File: src/rtl/hazard_ctrl_pkg.sv
// Shared definitions for the hazard controller of the 5-stage MIPS core:
// forwarding-mux select codes, divide-sequencer state codes and a small
// helper that turns M/W hit flags into an execute-operand select.
package hazard_ctrl_pkg;

  // Execute-stage ALU operand mux selects
  localparam logic [1:0] FWD_RF  = 2'b00;  // operand from register file
  localparam logic [1:0] FWD_WB  = 2'b01;  // operand from writeback result
  localparam logic [1:0] FWD_MEM = 2'b10;  // operand from memory-stage ALU result

  // Divide window sequencer states
  typedef enum logic {
    DIV_IDLE = 1'b0,
    DIV_BUSY = 1'b1
  } div_state_e;

  // Memory stage is the youngest producer, so it wins over writeback.
  function automatic logic [1:0] fwd_sel(input logic hit_m, input logic hit_w);
    logic [1:0] sel;
    if (hit_m) begin
      sel = FWD_MEM;
    end else if (hit_w) begin
      sel = FWD_WB;
    end else begin
      sel = FWD_RF;
    end
    return sel;
  endfunction

endpackage

File: src/rtl/hazard_ctrl_div_stall_fsm.sv
// Divide stall sequencer: holds F/D/E for exactly DIV_CYCLES cycles per divide.
// The first stalled cycle is the IDLE cycle in which div_start_i is seen; the
// remaining DIV_CYCLES-1 cycles are spent in BUSY, counted down by cnt_q.
// A divide request seen while BUSY is the same held instruction and is ignored.
module div_stall_fsm
  import hazard_ctrl_pkg::*;
#(
  parameter int DIV_CYCLES = 32,
  parameter int CNT_W      = 6
) (
  input  logic clk,
  input  logic rst,
  input  logic div_start_i,
  output logic divstall_o
);

  // Number of BUSY cycles that follow the initial IDLE stall cycle.
  localparam logic [CNT_W-1:0] CNT_LOAD  = CNT_W'(DIV_CYCLES - 1);
  localparam logic [CNT_W-1:0] CNT_ONE   = CNT_W'(1);
  localparam logic [CNT_W-1:0] CNT_ZERO  = CNT_W'(0);
  // A one-cycle divide never needs the BUSY state.
  localparam logic             DIV_MULTI = (DIV_CYCLES > 1);

  div_state_e       state_q;
  div_state_e       state_d;
  logic [CNT_W-1:0] cnt_q;
  logic [CNT_W-1:0] cnt_d;

  // State and counter registers with synchronous reset; reset aborts a window.
  always_ff @(posedge clk) begin
    if (rst) begin
      state_q <= DIV_IDLE;
      cnt_q   <= CNT_ZERO;
    end else begin
      state_q <= state_d;
      cnt_q   <= cnt_d;
    end
  end

  // Next-state, countdown and stall request.
  always_comb begin
    state_d    = state_q;
    cnt_d      = cnt_q;
    divstall_o = 1'b0;
    case (state_q)
      DIV_IDLE: begin
        if (div_start_i) begin
          divstall_o = 1'b1;
          if (DIV_MULTI) begin
            state_d = DIV_BUSY;
            cnt_d   = CNT_LOAD;
          end else begin
            state_d = DIV_IDLE;
            cnt_d   = CNT_ZERO;
          end
        end else begin
          divstall_o = 1'b0;
        end
      end
      DIV_BUSY: begin
        divstall_o = 1'b1;
        // cnt_q counts the BUSY cycles still owed, this one included;
        // the last one (cnt_q==1) decrements to zero and returns to IDLE.
        if (cnt_q <= CNT_ONE) begin
          state_d = DIV_IDLE;
          cnt_d   = CNT_ZERO;
        end else begin
          state_d = DIV_BUSY;
          cnt_d   = cnt_q - CNT_ONE;
        end
      end
      default: begin
        state_d    = DIV_IDLE;
        cnt_d      = CNT_ZERO;
        divstall_o = 1'b0;
      end
    endcase
  end

endmodule

File: src/rtl/hazard_ctrl.sv
// Pipeline hazard controller for the 5-stage MIPS core.
// Generates forwarding-mux selects for the decode compare and execute ALU
// operands, stall/flush enables for the F/D/E pipeline registers, and holds
// the pipeline for a fixed window on every divide (see div_stall_fsm).
// Optional feature macro: HAZARD_STALL_CNT_EN adds the stall_cnt output, a
// free-running count of cycles with stallF asserted.
// All hazard outputs are combinational (zero latency) and forced low in reset.
module hazard_ctrl
  import hazard_ctrl_pkg::*;
#(
  parameter int REG_ADDR_W = 5,
  parameter int DIV_CYCLES = 32,
  parameter int CNT_W      = 6
) (
  input  logic                  clk,
  input  logic                  rst,
  input  logic [REG_ADDR_W-1:0] rsD,
  input  logic [REG_ADDR_W-1:0] rtD,
  input  logic [REG_ADDR_W-1:0] rsE,
  input  logic [REG_ADDR_W-1:0] rtE,
  input  logic [REG_ADDR_W-1:0] writeregE,
  input  logic [REG_ADDR_W-1:0] writeregM,
  input  logic [REG_ADDR_W-1:0] writeregW,
  input  logic                  regwriteE,
  input  logic                  regwriteM,
  input  logic                  regwriteW,
  input  logic                  memtoregE,
  input  logic                  memtoregM,
  input  logic                  branchD,
  input  logic                  pcsrcD,
  input  logic                  div_startE,
  output logic                  forwardAD,
  output logic                  forwardBD,
  output logic [1:0]            forwardAE,
  output logic [1:0]            forwardBE,
  output logic                  stallF,
  output logic                  stallD,
  output logic                  stallE,
  output logic                  flushD,
  output logic                  flushE,
  output logic                  div_busy
`ifdef HAZARD_STALL_CNT_EN
  ,
  output logic [31:0]           stall_cnt
`endif
);

  localparam logic [REG_ADDR_W-1:0] REG_ZERO = REG_ADDR_W'(0);

  // $0 is hard-wired to zero, so it never creates a dependency.
  function automatic logic reg_hit(input logic [REG_ADDR_W-1:0] dst,
                                   input logic [REG_ADDR_W-1:0] src);
    return (dst != REG_ZERO) && (dst == src);
  endfunction

  logic       divstall_s;
  logic       lwstall_s;
  logic       brstall_s;
  logic       stall_fd_s;
  logic       hit_e_d_s;   // E destination matches a D source
  logic       hit_m_d_s;   // M destination matches a D source
  logic       fwd_ad_s;
  logic       fwd_bd_s;
  logic [1:0] fwd_ae_s;
  logic [1:0] fwd_be_s;
  logic       flush_d_s;
  logic       flush_e_s;

  div_stall_fsm #(
    .DIV_CYCLES (DIV_CYCLES),
    .CNT_W      (CNT_W)
  ) u_div_fsm (
    .clk         (clk),
    .rst         (rst),
    .div_start_i (div_startE),
    .divstall_o  (divstall_s)
  );

  // Raw forwarding selects and stall/flush terms from the stage fields.
  always_comb begin
    hit_e_d_s  = reg_hit(writeregE, rsD) | reg_hit(writeregE, rtD);
    hit_m_d_s  = reg_hit(writeregM, rsD) | reg_hit(writeregM, rtD);

    fwd_ad_s   = regwriteM & reg_hit(writeregM, rsD);
    fwd_bd_s   = regwriteM & reg_hit(writeregM, rtD);
    fwd_ae_s   = fwd_sel(regwriteM & reg_hit(writeregM, rsE),
                         regwriteW & reg_hit(writeregW, rsE));
    fwd_be_s   = fwd_sel(regwriteM & reg_hit(writeregM, rtE),
                         regwriteW & reg_hit(writeregW, rtE));

    // Load result is not ready for the instruction right behind it.
    lwstall_s  = memtoregE & regwriteE & hit_e_d_s;
    // Branch compares in D: an ALU result still in E, or a load in M, is too late.
    brstall_s  = branchD & ((regwriteE & hit_e_d_s) | (memtoregM & hit_m_d_s));

    stall_fd_s = lwstall_s | brstall_s | divstall_s;
    // A divide holds E in place, so E must not also be turned into a bubble.
    flush_e_s  = (lwstall_s | brstall_s) & ~divstall_s;
    // A taken branch still waiting on its operands must not flush yet.
    flush_d_s  = pcsrcD & ~stall_fd_s;
  end

  // Drive outputs, forced inactive while reset is held.
  always_comb begin
    forwardAD = 1'b0;
    forwardBD = 1'b0;
    forwardAE = FWD_RF;
    forwardBE = FWD_RF;
    stallF    = 1'b0;
    stallD    = 1'b0;
    stallE    = 1'b0;
    flushD    = 1'b0;
    flushE    = 1'b0;
    div_busy  = 1'b0;
    if (rst) begin
      forwardAD = 1'b0;
      forwardBD = 1'b0;
      forwardAE = FWD_RF;
      forwardBE = FWD_RF;
      stallF    = 1'b0;
      stallD    = 1'b0;
      stallE    = 1'b0;
      flushD    = 1'b0;
      flushE    = 1'b0;
      div_busy  = 1'b0;
    end else begin
      forwardAD = fwd_ad_s;
      forwardBD = fwd_bd_s;
      forwardAE = fwd_ae_s;
      forwardBE = fwd_be_s;
      stallF    = stall_fd_s;
      stallD    = stall_fd_s;
      stallE    = divstall_s;
      flushD    = flush_d_s;
      flushE    = flush_e_s;
      div_busy  = divstall_s;
    end
  end

`ifdef HAZARD_STALL_CNT_EN
  logic [31:0] stall_cnt_q;
  logic [31:0] stall_cnt_d;

  // Next stall count; wraps naturally at 2**32.
  always_comb begin
    stall_cnt_d = stall_cnt_q;
    if (stallF) begin
      stall_cnt_d = stall_cnt_q + 32'd1;
    end else begin
      stall_cnt_d = stall_cnt_q;
    end
  end

  // Stall-cycle counter register, cleared by reset.
  always_ff @(posedge clk) begin
    if (rst) begin
      stall_cnt_q <= 32'd0;
    end else begin
      stall_cnt_q <= stall_cnt_d;
    end
  end

  assign stall_cnt = stall_cnt_q;
`endif

endmodule

File: config.mk
export PLATFORM = sky130hd
export DESIGN_NAME = hazard_ctrl
export DESIGN_NICKNAME = d
export VERILOG_FILES = /design/src/rtl/hazard_ctrl_pkg.sv /design/src/rtl/hazard_ctrl_div_stall_fsm.sv /design/src/rtl/hazard_ctrl.sv
export SDC_FILE = /design/constraint.sdc
export NUM_CORES = 1
export LEC_CHECK = 0
export BUFFER_PORTS_ARGS = -buffer_cell sky130_fd_sc_hd__buf_4
export CORE_UTILIZATION = 44
export DETAILED_ROUTE_END_ITERATION = 8
export PLACE_DENSITY = 0.8
export SLEW_MARGIN = 30
export SYNTH_ARGS = -nofsm -noshare
export SYNTH_HDL_FRONTEND = slang
export SYNTH_HIERARCHICAL = 1
export SYNTH_SLANG_ARGS = --single-unit
File: constraint.sdc
create_clock -name clk -period 2.09 [get_ports clk]
set_input_delay 0.1045 -clock clk [delete_from_list [all_inputs] [get_ports clk]]
set_output_delay 0.1045 -clock clk [all_outputs]
set_load 0.02 [all_outputs]
Word-level counts from Yosys, hierarchy flattened
Cells that the tools add are included.
{"block": "totals", "ff_bits": 7, "inputBits": 45, "output_inout_bits": 12, "word_cells": 64}
{"block": "classes", "n_addsub": 1, "n_lt_le_gt_ge": 1, "eq_ne": 9, "n_mux": 19, "bitwise_logic": 21, "reduce_logical": 11}
{"operator": "$eq 5x5->1", "n": 8}
{"operator": "$reduce_bool 5->1", "n": 3}
{"operator": "$and 1x1->1", "n": 13}
{"operator": "$mux 6", "n": 2}
{"operator": "$pmux 6 s2", "n": 1}
{"operator": "$mux 1", "n": 10}
{"operator": "$logic_and 1x1->1", "n": 8}
{"operator": "$mux 2", "n": 4}
{"operator": "$le 6x1->1 const B", "n": 1}
{"operator": "$sub 6x1->6 const B", "n": 1}
{"operator": "$or 1x1->1", "n": 5}
{"operator": "$pmux 1 s2", "n": 2}
{"operator": "$not 1->1", "n": 3}
{"operator": "$ne 2x2->1 const B", "n": 1}

Logic depth before layout (Yosys ltp)
{"block": "depth", "ltp_word": 11, "depth_mapped": 7}

Hierarchy
The synthesis kept the hierarchy.
{"module": "hazard_ctrl", "instances": 1, "cells_per_inst": 84, "area_per_inst_um2": 640.6}
{"module": "div_stall_fsm", "instances": 1, "cells_per_inst": 44, "area_per_inst_um2": 380.4}

Least setup slack after synthesis
No wires, ideal clock.
{"block": "synth_path", "path_type": "input port to output port", "startpoint": "input writeregM[2]", "endpoint": "output forwardAE[0]", "arrival_ns": 1.538, "t_required_ns": 1.986, "path_slack_ns": 0.448, "cell_stages": 5, "path_buffers": 1, "path_cell_list": "buf_2 -> or4_4 -> o21ai_4 -> nor4_1 -> nor4_2"}
{"block": "synth_between", "elab_chain_cells": 5, "elab_cells_between_ends": 6, "classes_between": "eq/ne (1); mux (2); bitwise (1); reduce/logical (2)"}
{"element": "start, declared", "line_no": "hazard_ctrl.sv:22", "text": "input logic [REG_ADDR_W-1:0] writeregM,"}
{"element": "$eq 5x5->1 / $reduce_bool 5->1 (equally long branches)", "line_no": "hazard_ctrl.sv:53", "text": "return (dst != REG_ZERO) && (dst == src);"}
{"element": "$logic_and 1x1->1 (*)", "line_no": "hazard_ctrl.sv:53"}
{"element": "$and 1x1->1 (*)", "line_no": "hazard_ctrl.sv:86", "text": "fwd_ae_s = fwd_sel(regwriteM & reg_hit(writeregM, rsE),"}
{"element": "$mux 2 (*)", "line_no": "hazard_ctrl_pkg.sv:20", "text": "if (hit_m) begin"}
{"element": "$mux 2 (*)", "line_no": "hazard_ctrl.sv:115", "text": "if (rst) begin"}
{"element": "end, declared", "line_no": "hazard_ctrl.sv:34", "text": "output logic [1:0] forwardAE,"}
Mark *: on every way between the ends. The rest lies on a longest branch, timed or not.

Worst setup path in the final report
{"block": "layout_path", "startpoint": "input writeregM[1]", "endpoint": "output forwardBE[0]"}
{"block": "layout_between", "elab_chain_cells": 5, "elab_cells_between_ends": 6, "classes_between": "eq/ne (1); mux (2); bitwise (1); reduce/logical (2)"}
{"element": "$eq 5x5->1 / $reduce_bool 5->1 (equally long branches)", "line_no": "hazard_ctrl.sv:53"}
{"element": "$logic_and 1x1->1 (*)", "line_no": "hazard_ctrl.sv:53"}
{"element": "$and 1x1->1 (*)", "line_no": "hazard_ctrl.sv:88", "text": "fwd_be_s = fwd_sel(regwriteM & reg_hit(writeregM, rtE),"}
{"element": "$mux 2 (*)", "line_no": "hazard_ctrl_pkg.sv:20"}
{"element": "$mux 2 (*)", "line_no": "hazard_ctrl.sv:115"}
{"element": "end, declared", "line_no": "hazard_ctrl.sv:35", "text": "output logic [1:0] forwardBE,"}
Marks and branches as above.

==> qor.txt <==
Synthesized area -> 0.00102 mm²
Hold bufs inserted after CTS -> 0
Mapped Cells -> 128
Clock Sinks -> 7
Final HPWL DP -> 2410 µm
Slowest CP cell -> or4_4
CP endpoint kind -> output port
Iteration-0 DRC count of the detailed router -> 17
Worst Hold Class -> in -> reg
Slew @ Worst Pin -> 413 ps
Top post-synthesis cells by count -> 26 x xor2_1, 14 x xnor2_1, 8 x nor3_1, 7 x dfxtp_1, 7 x nand3_1
Area Overhead vs Synth -> 42.2%
Final setup fails -> 0
CTS max path bufs -> 2
Hold Path Sink -> u_div_fsm/cnt_q[5]
EDFF count, synth -> 0
Die W -> 50.2 µm
Peak supply drop -> 0.282 mV
# H-tree levels -> 1
Gr ovfl total -> 0
Status -> finished, final reports clean
Clock skew after layout -> 12.4 ps
Arr. time, crit path -> 1570 ps
Final instance count without filler cells -> 207
Critical path type -> in -> out
Cells after DPL -> 203
Max_cap viols -> 0
CP delay by family, top -> simple AND/OR/NAND/NOR gates
Vias in the first global route -> 1182
# IOs -> 57
Critical Path Source -> writeregM[1]
Syn avg cell area -> 7.98 µm²
RD Place Congestion -> 0.939
Required time worst endpoint -> 1990 ps
CTS Buf Count -> 3
Footprint of the multi-input gates -> 806 µm²
Initial antenna violation count -> 0
Via density per instance -> 5.50
Pwr Density -> 403 mW/mm²
Final hold vios -> 0
Post-route DRC -> 0
Dominant cells by area after synthesis -> xor2_1 22%, dfxtp_1 14%, xnor2_1 12%, nor3_1 3.9%, or4_1 3.7%
Final nets -> 227
Count leader, synth -> xor2_1
Worst reg2reg startpoint -> u_div_fsm/cnt_q[1]
Routed len/inst -> 13.6 µm
Initial core utilization -> 46.6%
Setup crit start kind -> input pin
Unrepaired setup endpoints after global routing -> no
Vias -> 1138
Slew margin rel. -> 72.2%
Reg area -> 140 µm²
Pre-Repair DR Iteration Count -> 4
Post-synth net total -> 175
Ys Warns -> 6
CP most frequent cell -> buf_4
GRT Total Usage -> 25.0%
Clock latency on the worst-skew pair -> 260 ps
Slew Limit Fails -> 0
Hold path depth -> 2
Layout cells sized above 1 -> 38.0%
Yosys top cell area share -> 22.3%
CTS tree -> yes
CTS resizes -> 0
Fillers -> 181
Largest net degree at the start of global routing -> 15
Critical-path cell list -> buf_4 > or4_4 > o21ai_4 > nor4_1 > nor4_2 > buf_4
Final wirelength -> 2810 µm
Final TNS setup -> 0 ps
CP max FO -> 5
Hold Startpoint -> rst
Buffers & Inverters on Critical Path -> 2
Die ar. -> 0.00252 mm²
Synth cell types -> 38
First-pass GRT wire length -> 4830 µm
Setup ws final -> 420 ps
Most used flip-flop cell after synthesis -> dfxtp_1
CP peak stage delay -> 550 ps
Pleak -> 0.000624 µW
Part of the cycle the worst path needs -> 79.9%
Flops & latches, synth -> 7
Post-route ant nets -> 0
Highest clock rate -> 0.599 GHz
Final min period -> 1670 ps
Dominant cell type by area after synthesis -> xor2_1
Core Rows -> 17
Sequential element share of the synthesized area -> 13.7%
Post-placement setup slack -> 420 ps
Post-CTS Setup Bufs -> 0
Clock Root Buffer -> clkbuf_4
Core Footprint -> 0.00219 mm²
Clock transition at the registers of the reported paths -> 60 ps
Buffers on Ports -> 56
Reg2reg end -> u_div_fsm/cnt_q[5]
Register-to-Register Setup Slack -> 440 ps
Die Y -> 50.2 µm
Diodes inserted -> 0
Cell depth of the worst flop-to-flop path -> 5
FFs w/ async S/R, synth -> 0%
-- flip-flops by register name, summed over array words and instances, names as in the netlist --
| signal | flops |
|---|---|
| u_div_fsm/cnt_q | 6 |
| u_div_fsm/state_q | 1 |
-- worst register-to-register path: stages, from the launching register on --
cell,delay (ps)
dfxtp_1,390
inv_1,100
ha_1,230
or3_1,340
or4_1,390
a21oi_1,130
-- per-stage QoR --
stage | util, % | instance area (µm²) | hold slack (ps) | total power (µW)
after floorplan | - | 1020 | 294 | 340
after global placement | 65.0 | 1420 | 378 | 451
after detailed placement | 65.0 | 1420 | 391 | 461
after CTS | 66.2 | 1450 | 104 | 590
after global routing | 66.2 | 1450 | 137 | 628
final | 66.2 | 1450 | 118 | 585
-- cell usage in the layout, fill, tap and decap left out, types with 3 or more instances in the layout --
| cell type | n |
|---|---|
| a211oi_1 | 3 |
| buf_4 | 56 |
| clkbuf_4 | 3 |
| dfxtp_1 | 7 |
| inv_1 | 6 |
| nand2_1 | 4 |
| nand3_1 | 7 |
| nor2_1 | 5 |
| nor3_1 | 8 |
| nor4_1 | 3 |
| or4_1 | 5 |
| xnor2_1 | 14 |
| xor2_1 | 26 |
-- report_power, final --
part | switching [µW] | leakage [µW] | internal [µW] | total, µW
Sequential | 20.1 | 0.0000582 | 149 | 169
Combinational | 139 | 0.000548 | 150 | 290
Clock | 55.7 | 0.0000177 | 70.2 | 126
Total | 215 | 0.000624 | 370 | 585
-- how the worst max path moves through the flow --
stage	cells after the start	end
finish	6	forwardBE[0]
global route	6	forwardBE[0]
CTS	6	forwardBE[0]
detailed placement	6	forwardBE[0]
global placement	6	forwardBE[0]
floorplan	5	forwardAE[0]
-- cell type report --
cell class / count / share of cell area, %
clock inverters: 1 / 0.345
flip-flops and latches: 7 / 9.66
multi-input cells: 106 / 55.5
clock buffers: 3 / 1.55
inverters: 6 / 1.55
repair buffers: 56 / 29.0
well taps: 28 / 2.41
-- cells by family after synthesis --
family,after synthesis,synth area share [%]
AO/OA/AOI/OAI,19,15.0
AND/OR/NAND/NOR,45,27.2
buffers and inverters,15,7.35
flip-flops,7,13.7
XOR/XNOR,40,34.3
adder cells (fa/ha/maj),2,2.45
-- routing by layer --
| layer | part of all wire [%] | global-route usage [%] | up-vias |
|---|---|---|---|
| li1 | - | - | 564 |
| met3 | 5.9 | 5.15 | 4 |
| met4 | 1.4 | 11.4 | 0 |
| met1 | 39 | 26.9 | 526 |
| met5 | 0 | 0 | - |
| met2 | 54 | 45.8 | 44 |
No activity file was read; power rests on OpenSTA's default activity.
